[src/rtl/fetch_unit.sv]
// Instruction fetch stage: owns the PC, issues one outstanding imem read at a
// time, and buffers returned words with their address in a 2-entry queue.
module fetch_unit #(
  parameter int                ADDR_W   = 16,
  parameter int                INST_W   = 16,
  parameter logic [ADDR_W-1:0] RESET_PC = '0
) (
  input  logic              clk,
  input  logic              rst_n,
  input  logic              pc_load,
  input  logic [ADDR_W-1:0] pc_target,
  output logic              imem_req,
  output logic [ADDR_W-1:0] imem_addr,
  input  logic              imem_ack,
  input  logic [INST_W-1:0] imem_rdata,
  output logic              inst_valid,
  output logic [INST_W-1:0] inst,
  output logic [ADDR_W-1:0] inst_pc,
  input  logic              inst_ready,
  output logic [1:0]        dbg_state,
  output logic [1:0]        dbg_count
);

  // Handshakes: decode takes the head on any edge where inst_valid & inst_ready.
  // Memory side holds imem_req/imem_addr steady until a single-cycle imem_ack;
  // a request, once raised, is only abandoned by reset.
  typedef enum logic [1:0] {
    ST_IDLE = 2'd0,
    ST_REQ  = 2'd1,
    ST_DROP = 2'd2
  } state_e;

  localparam logic [ADDR_W-1:0] PC_ONE = {{(ADDR_W-1){1'b0}}, 1'b1};

  state_e            state_q, state_d;
  logic [ADDR_W-1:0] fetch_pc_q, fetch_pc_d;
  logic [ADDR_W-1:0] addr_q, addr_d;
  logic              req_q, req_d;
  logic [1:0]        count_q, count_d;
  logic              head_q, head_d;
  logic [ADDR_W-1:0] fifo_pc_q [2];
  logic [ADDR_W-1:0] fifo_pc_d [2];
  logic [INST_W-1:0] fifo_word_q [2];
  logic [INST_W-1:0] fifo_word_d [2];

  logic       pop;
  logic [1:0] count_popped;
  logic       head_popped;
  logic       tail_idx;

  always_comb begin
    state_d     = state_q;
    fetch_pc_d  = fetch_pc_q;
    addr_d      = addr_q;
    count_d     = count_q;
    head_d      = head_q;
    fifo_pc_d   = fifo_pc_q;
    fifo_word_d = fifo_word_q;

    pop          = (count_q != 2'd0) && inst_ready;
    count_popped = count_q - {1'b0, pop};
    head_popped  = head_q ^ pop;
    // Tail slot is computed from pre-pop state; a push only happens with count <= 1.
    tail_idx     = head_q ^ count_q[0];

    unique case (state_q)
      ST_IDLE: begin
        if (pc_load) begin
          fetch_pc_d = pc_target;
          count_d    = 2'd0;
          head_d     = 1'b0;
        end else begin
          count_d = count_popped;
          head_d  = head_popped;
          if (count_popped < 2'd2) begin
            state_d    = ST_REQ;
            addr_d     = fetch_pc_q;
            fetch_pc_d = fetch_pc_q + PC_ONE;
          end
        end
      end

      ST_REQ: begin
        if (pc_load) begin
          fetch_pc_d = pc_target;
          count_d    = 2'd0;
          head_d     = 1'b0;
          state_d    = imem_ack ? ST_IDLE : ST_DROP;
        end else begin
          count_d = count_popped;
          head_d  = head_popped;
          if (imem_ack) begin
            fifo_pc_d[tail_idx]   = addr_q;
            fifo_word_d[tail_idx] = imem_rdata;
            count_d               = count_popped + 2'd1;
            state_d               = ST_IDLE;
          end
        end
      end

      ST_DROP: begin
        if (pc_load) begin
          fetch_pc_d = pc_target;
          count_d    = 2'd0;
          head_d     = 1'b0;
        end else begin
          count_d = count_popped;
          head_d  = head_popped;
        end
        if (imem_ack) begin
          state_d = ST_IDLE;
        end
      end

      default: begin
        state_d = ST_IDLE;
      end
    endcase

    req_d = (state_d != ST_IDLE);
  end

  always_ff @(posedge clk) begin
    if (!rst_n) begin
      state_q    <= ST_IDLE;
      fetch_pc_q <= RESET_PC;
      addr_q     <= '0;
      req_q      <= 1'b0;
      count_q    <= 2'd0;
      head_q     <= 1'b0;
      for (int i = 0; i < 2; i++) begin
        fifo_pc_q[i]   <= '0;
        fifo_word_q[i] <= '0;
      end
    end else begin
      state_q     <= state_d;
      fetch_pc_q  <= fetch_pc_d;
      addr_q      <= addr_d;
      req_q       <= req_d;
      count_q     <= count_d;
      head_q      <= head_d;
      fifo_pc_q   <= fifo_pc_d;
      fifo_word_q <= fifo_word_d;
    end
  end

  assign imem_req   = req_q;
  assign imem_addr  = addr_q;
  assign inst_valid = (count_q != 2'd0);
  assign inst       = fifo_word_q[head_q];
  assign inst_pc    = fifo_pc_q[head_q];
  assign dbg_state  = state_q;
  assign dbg_count  = count_q;

endmodule
[config.mk]
export PLATFORM = sky130hd
export DESIGN_NAME = fetch_unit
export DESIGN_NICKNAME = d
export VERILOG_FILES = /design/src/rtl/fetch_unit.sv
export SDC_FILE = /design/constraint.sdc
export NUM_CORES = 1
export LEC_CHECK = 0
export BUFFER_PORTS_ARGS = -buffer_cell sky130_fd_sc_hd__buf_2
export CORE_MARGIN = 5
export CORE_UTILIZATION = 55
export CTS_BUF_LIST = sky130_fd_sc_hd__clkbuf_2
export DETAILED_ROUTE_END_ITERATION = 10
export GPL_TIMING_DRIVEN = 0
export PLACE_DENSITY = 0.8
export SYNTH_ARGS = -nofsm -noshare
export SYNTH_HDL_FRONTEND = slang
export SYNTH_SLANG_ARGS = --single-unit
[constraint.sdc]
create_clock -name clk -period 2.8 [get_ports clk]
set_input_delay 0.14 -clock clk [delete_from_list [all_inputs] [get_ports clk]]
set_output_delay 0.14 -clock clk [all_outputs]
set_load 0.05 [all_outputs]
## Word level (Yosys, flattened, before mapping)

Index checks and enable logic that the tools add are counted.
W data, S select, Z words.

- Output and inout port bits: 54
- Flip-flop bits (word level): 102

- Reduce and logical (&&, ||, !) cells: 13
- Equality and inequality tests: 4
- Muxes and demuxes: 25
- Add/subtract/negate cells: 3
- Bitwise logic cells: 5
- $lt $le $gt $ge: 4

Operators by type and width:

| operator | number |
|---|---|
| $mux W16 | 10 |
| $bwmux W32 | 2 |
| $pmux W16 S2 | 1 |
| $add A16 B1 Y16 const B | 1 |
| $demux W16 S1 | 1 |
| $mux W2 | 8 |
| $reduce_and A3 Y1 | 3 |
| $reduce_bool A2 Y1 | 4 |
| $pmux W2 S3 | 1 |
| $ge A2 B2 Y1 const B | 2 |
| $not A1 Y2 | 2 |
| $pmux W2 S2 | 1 |
| $reduce_or A2 Y1 | 2 |
| $ne A3 B3 Y1 const B | 1 |
| $reduce_or A3 Y1 | 1 |
| $add A2 B1 Y2 const B | 1 |
| $eq A2 B1 Y1 const B | 1 |
| $eq A2 B2 Y1 const B | 1 |
| $logic_and A1 B1 Y1 | 2 |
| $logic_not A2 Y1 | 1 |
| $lt A2 B1 Y1 const B | 1 |
| $lt A2 B2 Y1 const B | 1 |
| $ne A2 B1 Y1 const B | 1 |
| $sub A2 B1 Y2 | 1 |
| other kinds (3) | 4 |

## Depth between registers and ports, before layout

- Depth after elaboration: 8
- Mapped depth: 8
- Mapped depth without buffers: 6

## Worst setup path before layout

OpenSTA, ideal clock, no wires.

- Kind: reg-to-reg
- From: reg count_q[1] (netlist: dbg_count[1])
- To: reg count_q[1] (netlist: dbg_count[1])
- Stages on the path, launching flop included: 7
- Data arrival time: 2.249 ns
- Buffers on the path: 0
- Data required time: 2.723 ns
- Path slack: 0.475 ns
- Period minus slack after synthesis: 2.325 ns
- Cell sequence: dfxtp_1 > o21a_1 > ha_1 > nor4b_4 > xnor2_1 > or4_1 > a41oi_2

- Longest elaborated chain between the ends: 7
- Elaborated cells on any way between the ends: 8
- Classes of those cells: 2 x add/sub; 4 x mux; 2 x reduce/logical

Ends and longest elaborated chain:

| item | line | text |
|---|---|---|
| start: declaration | 39 | `logic [1:0] count_q, count_d;` |
| start signal: assignment | 140 | `count_q <= count_d;` |
| $reduce_bool A2 Y1 | 60 | `pop = (count_q != 2'd0) && inst_ready;` |
| $logic_and A1 B1 Y1 | 60 |  |
| $sub A2 B1 Y2 (*) | 61 | `count_popped = count_q - {1'b0, pop};` |
| $add A2 B1 Y2 | 95 | `count_d = count_popped + 2'd1;` |
| $mux W2 | 92 | `if (imem_ack) begin` |
| $mux W2 | 84 | `if (pc_load) begin` |
| $pmux W2 S2 (*) | 66 | `unique case (state_q)` |

Every way passes the cells marked *; elsewhere a longest branch is shown, timed or not.
A chain may end at the register's enable or synchronous reset.

## Final worst setup path

- From: reg head_q
- To: out inst[11]

- Longest elaborated chain between the ends: 4

Ends and longest elaborated chain:

| item | line | text |
|---|---|---|
| start: declaration | 40 | `logic head_q, head_d;` |
| start signal: assignment | 130 | `head_q <= 1'b0;` |
| start signal: assignment | 141 | `head_q <= head_d;` |
| $not A1 Y2 (not written as such) | 150 | `assign inst = fifo_word_q[head_q];` |
| $mux W16 (not written as such) (3 in a row) | 150 |  |
| end: declaration | 17 | `output logic [INST_W-1:0] inst,` |

Every way passes these cells. The select of a mux whose other input is x is not followed.

==> impl_metrics.py <==
metrics = {
    "clock_tree": {
        "cts_buffers": 9,
        "cts-root-buf": "clkbuf_2",
        "cts_resized": 0,
        "cts_tree": "done",
        "cts_hold_buffers": 35,
        "clkSlewWorstSetupHoldPaths_ps": 240,
        "insertion_delay_ps": 570,
        "cts_buffer_depth": 2,
        "post-cts-setup-buffer-count": 0,
        "htree_levels": 3,
        "cts_sinks": 102,
    },
    "setup_path": {
        "crit_required_ps": 2660,
        "worst-r2r-cell-count": 7,
        "cp.arrival_ps": 2240,
        "worstReg2RegEnd": "fetch_pc_q[0]",
        "cp-end-kind": "primary output",
        "criticalPathCategory": "register to primary output",
        "r2r_slack_ps": 490,
        "regToRegStartpoint": "dbg_count[1]",
        "crit_fanout": 10,
        "crit_path_start_kind": "register",
    },
    "timing": {
        "setup_viol": 0,
        "fmax_mhz": 421,
        "grt_setup_unrepaired": "false",
        "maxSlewHeadroom_pct": 55.7,
        "fin_crit_ps": 2380,
        "post-route-period-util_pct": 84.9,
        "skew_ps": 23.9,
        "setup_tns_ps": 0,
        "finalHoldViolCount": 0,
        "worst_slew_pin_slew_ps": 661,
        "slew_violations": 0,
    },
    "detailed_routing": {
        "viasPerCell": 5.51,
        "drt_first_pass_iters": 6,
        "vias": 4415,
        "ant_nets": 0,
        "wl_per_cell_um": 15.6,
        "drc": 0,
        "routed_wl_um": 12500,
        "drt_iter0_drc": 186,
    },
    "global_routing": {
        "grt_pass1_wl_um": 20000,
        "first_global_vias": 4244,
        "grt_max_degree": 17,
        "antenna_found_initial": 0,
        "grt.total_usage_pct": 24.0,
        "grt_overflow": 0,
    },
    "pwr": {
        "leakage_nw": 2.36,
        "peakVddDrop_mv": 0.238,
        "power_density_nw_per_um2": 503,
    },
    "placed_design": {
        "gp_congestion": 0.834,
        "place_hpwl_um": 8840,
        "portBuffers": 90,
    },
    "die": {
        "die_area_um2": 10400,
        "initial_core_util_pct": 56.5,
        "pin_count": 91,
        "fp.coreArea_um2": 8220,
        "die_w_um": 102,
        "row_count": 33,
        "dieHeight_um": 102,
    },
    "outcome": {
        "status": "complete, no violations",
    },
    "worst_hold_path": {
        "hp-start": "pc_load",
        "hold-path-cell-count": 4,
        "min_to": "dbg_count[1]",
        "hold_path_class": "input port to register",
    },
    "layout": {
        "fin_nets": 736,
        "final_core_util_pct": 69.4,
        "areaGrowthSynthToFinish_pct": 23.0,
        "drive_gt1_share_pct": 23.4,
        "antennaDiodeCount": 0,
    },
    "logic_synthesis": {
        "syn_area_per_cell_um2": 8.34,
        "synth.net_count": 600,
        "synthFlopType": "dfxtp_1",
        "ys_ff_latch": 102,
        "ys_async_sr_fraction_pct": 0,
        "ys.warnings.count": 0,
        "synth.most_common_cell": "nand2_1",
        "ys_seq_area_share_pct": 44.0,
        "synthTopCellsByArea": "dfxtp_1 (44%), nand2_1 (12%), a21oi_1 (8.7%), mux2_2 (7.8%), mux2i_1 (3.5%)",
        "ys_top_cells_by_count": "nand2_1 (147), dfxtp_1 (102), a21oi_1 (81)",
        "yosys.area.top_type_share_pct": 44.0,
        "synth_area_um2": 4640,
        "netlist_instances": 556,
        "ys_types": 56,
        "synth_edf_count": 0,
        "yosysTopAreaCell": "dfxtp_1",
    },
    "job": {
        "maxCapViolCount": 0,
    },
}
-- through the flow --
step | cells | setup WS, ps | total power [mW] | area [um2] | hold slack [ps]
after global routing | 801 | 268 | 2.98 | 5700 | 57.7
after global placement | 751 | 632 | 2.06 | 5220 | 391
after floorplan | 556 | 475 | 1.93 | 4640 | 274
after CTS | 801 | 390 | 2.87 | 5700 | 57.9
final | 801 | 423 | 2.87 | 5700 | 84.7
after detailed placement | 751 | 599 | 2.07 | 5220 | 400
-- flip-flops by register name (all words and copies together) (netlist names) --
name         cells
fetch_pc_q      16
dbg_count        2
head_q           1
fifo_word_q     32
imem_req         1
dbg_state        2
imem_addr       16
fifo_pc_q       32
-- power breakdown --
part           internal [mW]  total [mW]  switching (mW)
Combinational          0.196       0.511           0.315
Sequential              1.51        1.58          0.0714
Clock                  0.288       0.773           0.485
-- critical path, stage by stage, from the launching register on --
cell and delay [ps]:
dfxtp_1 360, buf_2 200, buf_1 500, mux2_2 410, buf_2 210
-- cells in the final DEF, fill, tap and decap left out, types with 3 or more instances in the layout --
| cell type | count |
|---|---|
| mux2i_1 | 16 |
| o221a_2 | 3 |
| nand2_1 | 147 |
| dlygate4sd3_1 | 35 |
| nor3_1 | 4 |
| o21ai_0 | 9 |
| a22oi_1 | 5 |
| nor2_1 | 27 |
| a21oi_1 | 81 |
| and3_1 | 8 |
| inv_1 | 8 |
| clkbuf_1 | 21 |
| nor2b_1 | 3 |
| nand2b_1 | 3 |
| mux2_2 | 32 |
| o22ai_1 | 6 |
| nand3_1 | 6 |
| o31a_1 | 5 |
| and4_1 | 3 |
| ha_1 | 7 |
| buf_1 | 4 |
| buf_4 | 3 |
| clkbuf_2 | 9 |
| nand4_1 | 5 |
| buf_2 | 100 |
| dfxtp_1 | 102 |
-- worst max-delay path by stage --
stage	cells after the start	start	endpoint
3_3_place_gp	7	dbg_count[1]	fetch_pc_q[0]
5_1_grt	4	head_q	inst[11]
6_report	4	head_q	inst[11]
4_1_cts	4	head_q	inst[11]
3_5_place_dp	7	dbg_count[1]	fetch_pc_q[0]
2_1_floorplan	6	dbg_count[1]	dbg_count[1]
-- routing by layer --
metal  vias up  part of all wire [%]  track usage (%)  wire (um)
li1       2185                     -                -          -
met1      2059                    43             29.2       5320
met2       151                    49             42.8       6130
met3        20                   6.6             5.26        820
met4         0                   1.8             6.46        222
met5         -                     0                0          0
-- logic make-up (layout without fill, tap and decap cells) --
family	Yosys count	count (layout)	share of synthesized area (%)
buf+inv	49	189	4.85
compound gates	126	126	16.2
simple gates	221	221	21.1
flops	102	102	44.0
xor+xnor	3	3	0.728
fa+ha+maj	7	7	1.89
mux	48	48	11.2
-- final cells by class --
| class | instances | area, um2 |
|---|---|---|
| Buffer | 40 | 191 |
| Clock buffer | 9 | 45.0 |
| Clock inverter | 6 | 87.6 |
| Fill cell | 666 | 2510 |
| Inverter | 9 | 33.8 |
| Multi-Input combinational cell | 405 | 2370 |
| Sequential cell | 102 | 2040 |
| Tap cell | 105 | 131 |
| Timing Repair Buffer | 125 | 801 |
No activity file was read; power rests on OpenSTA's default activity.
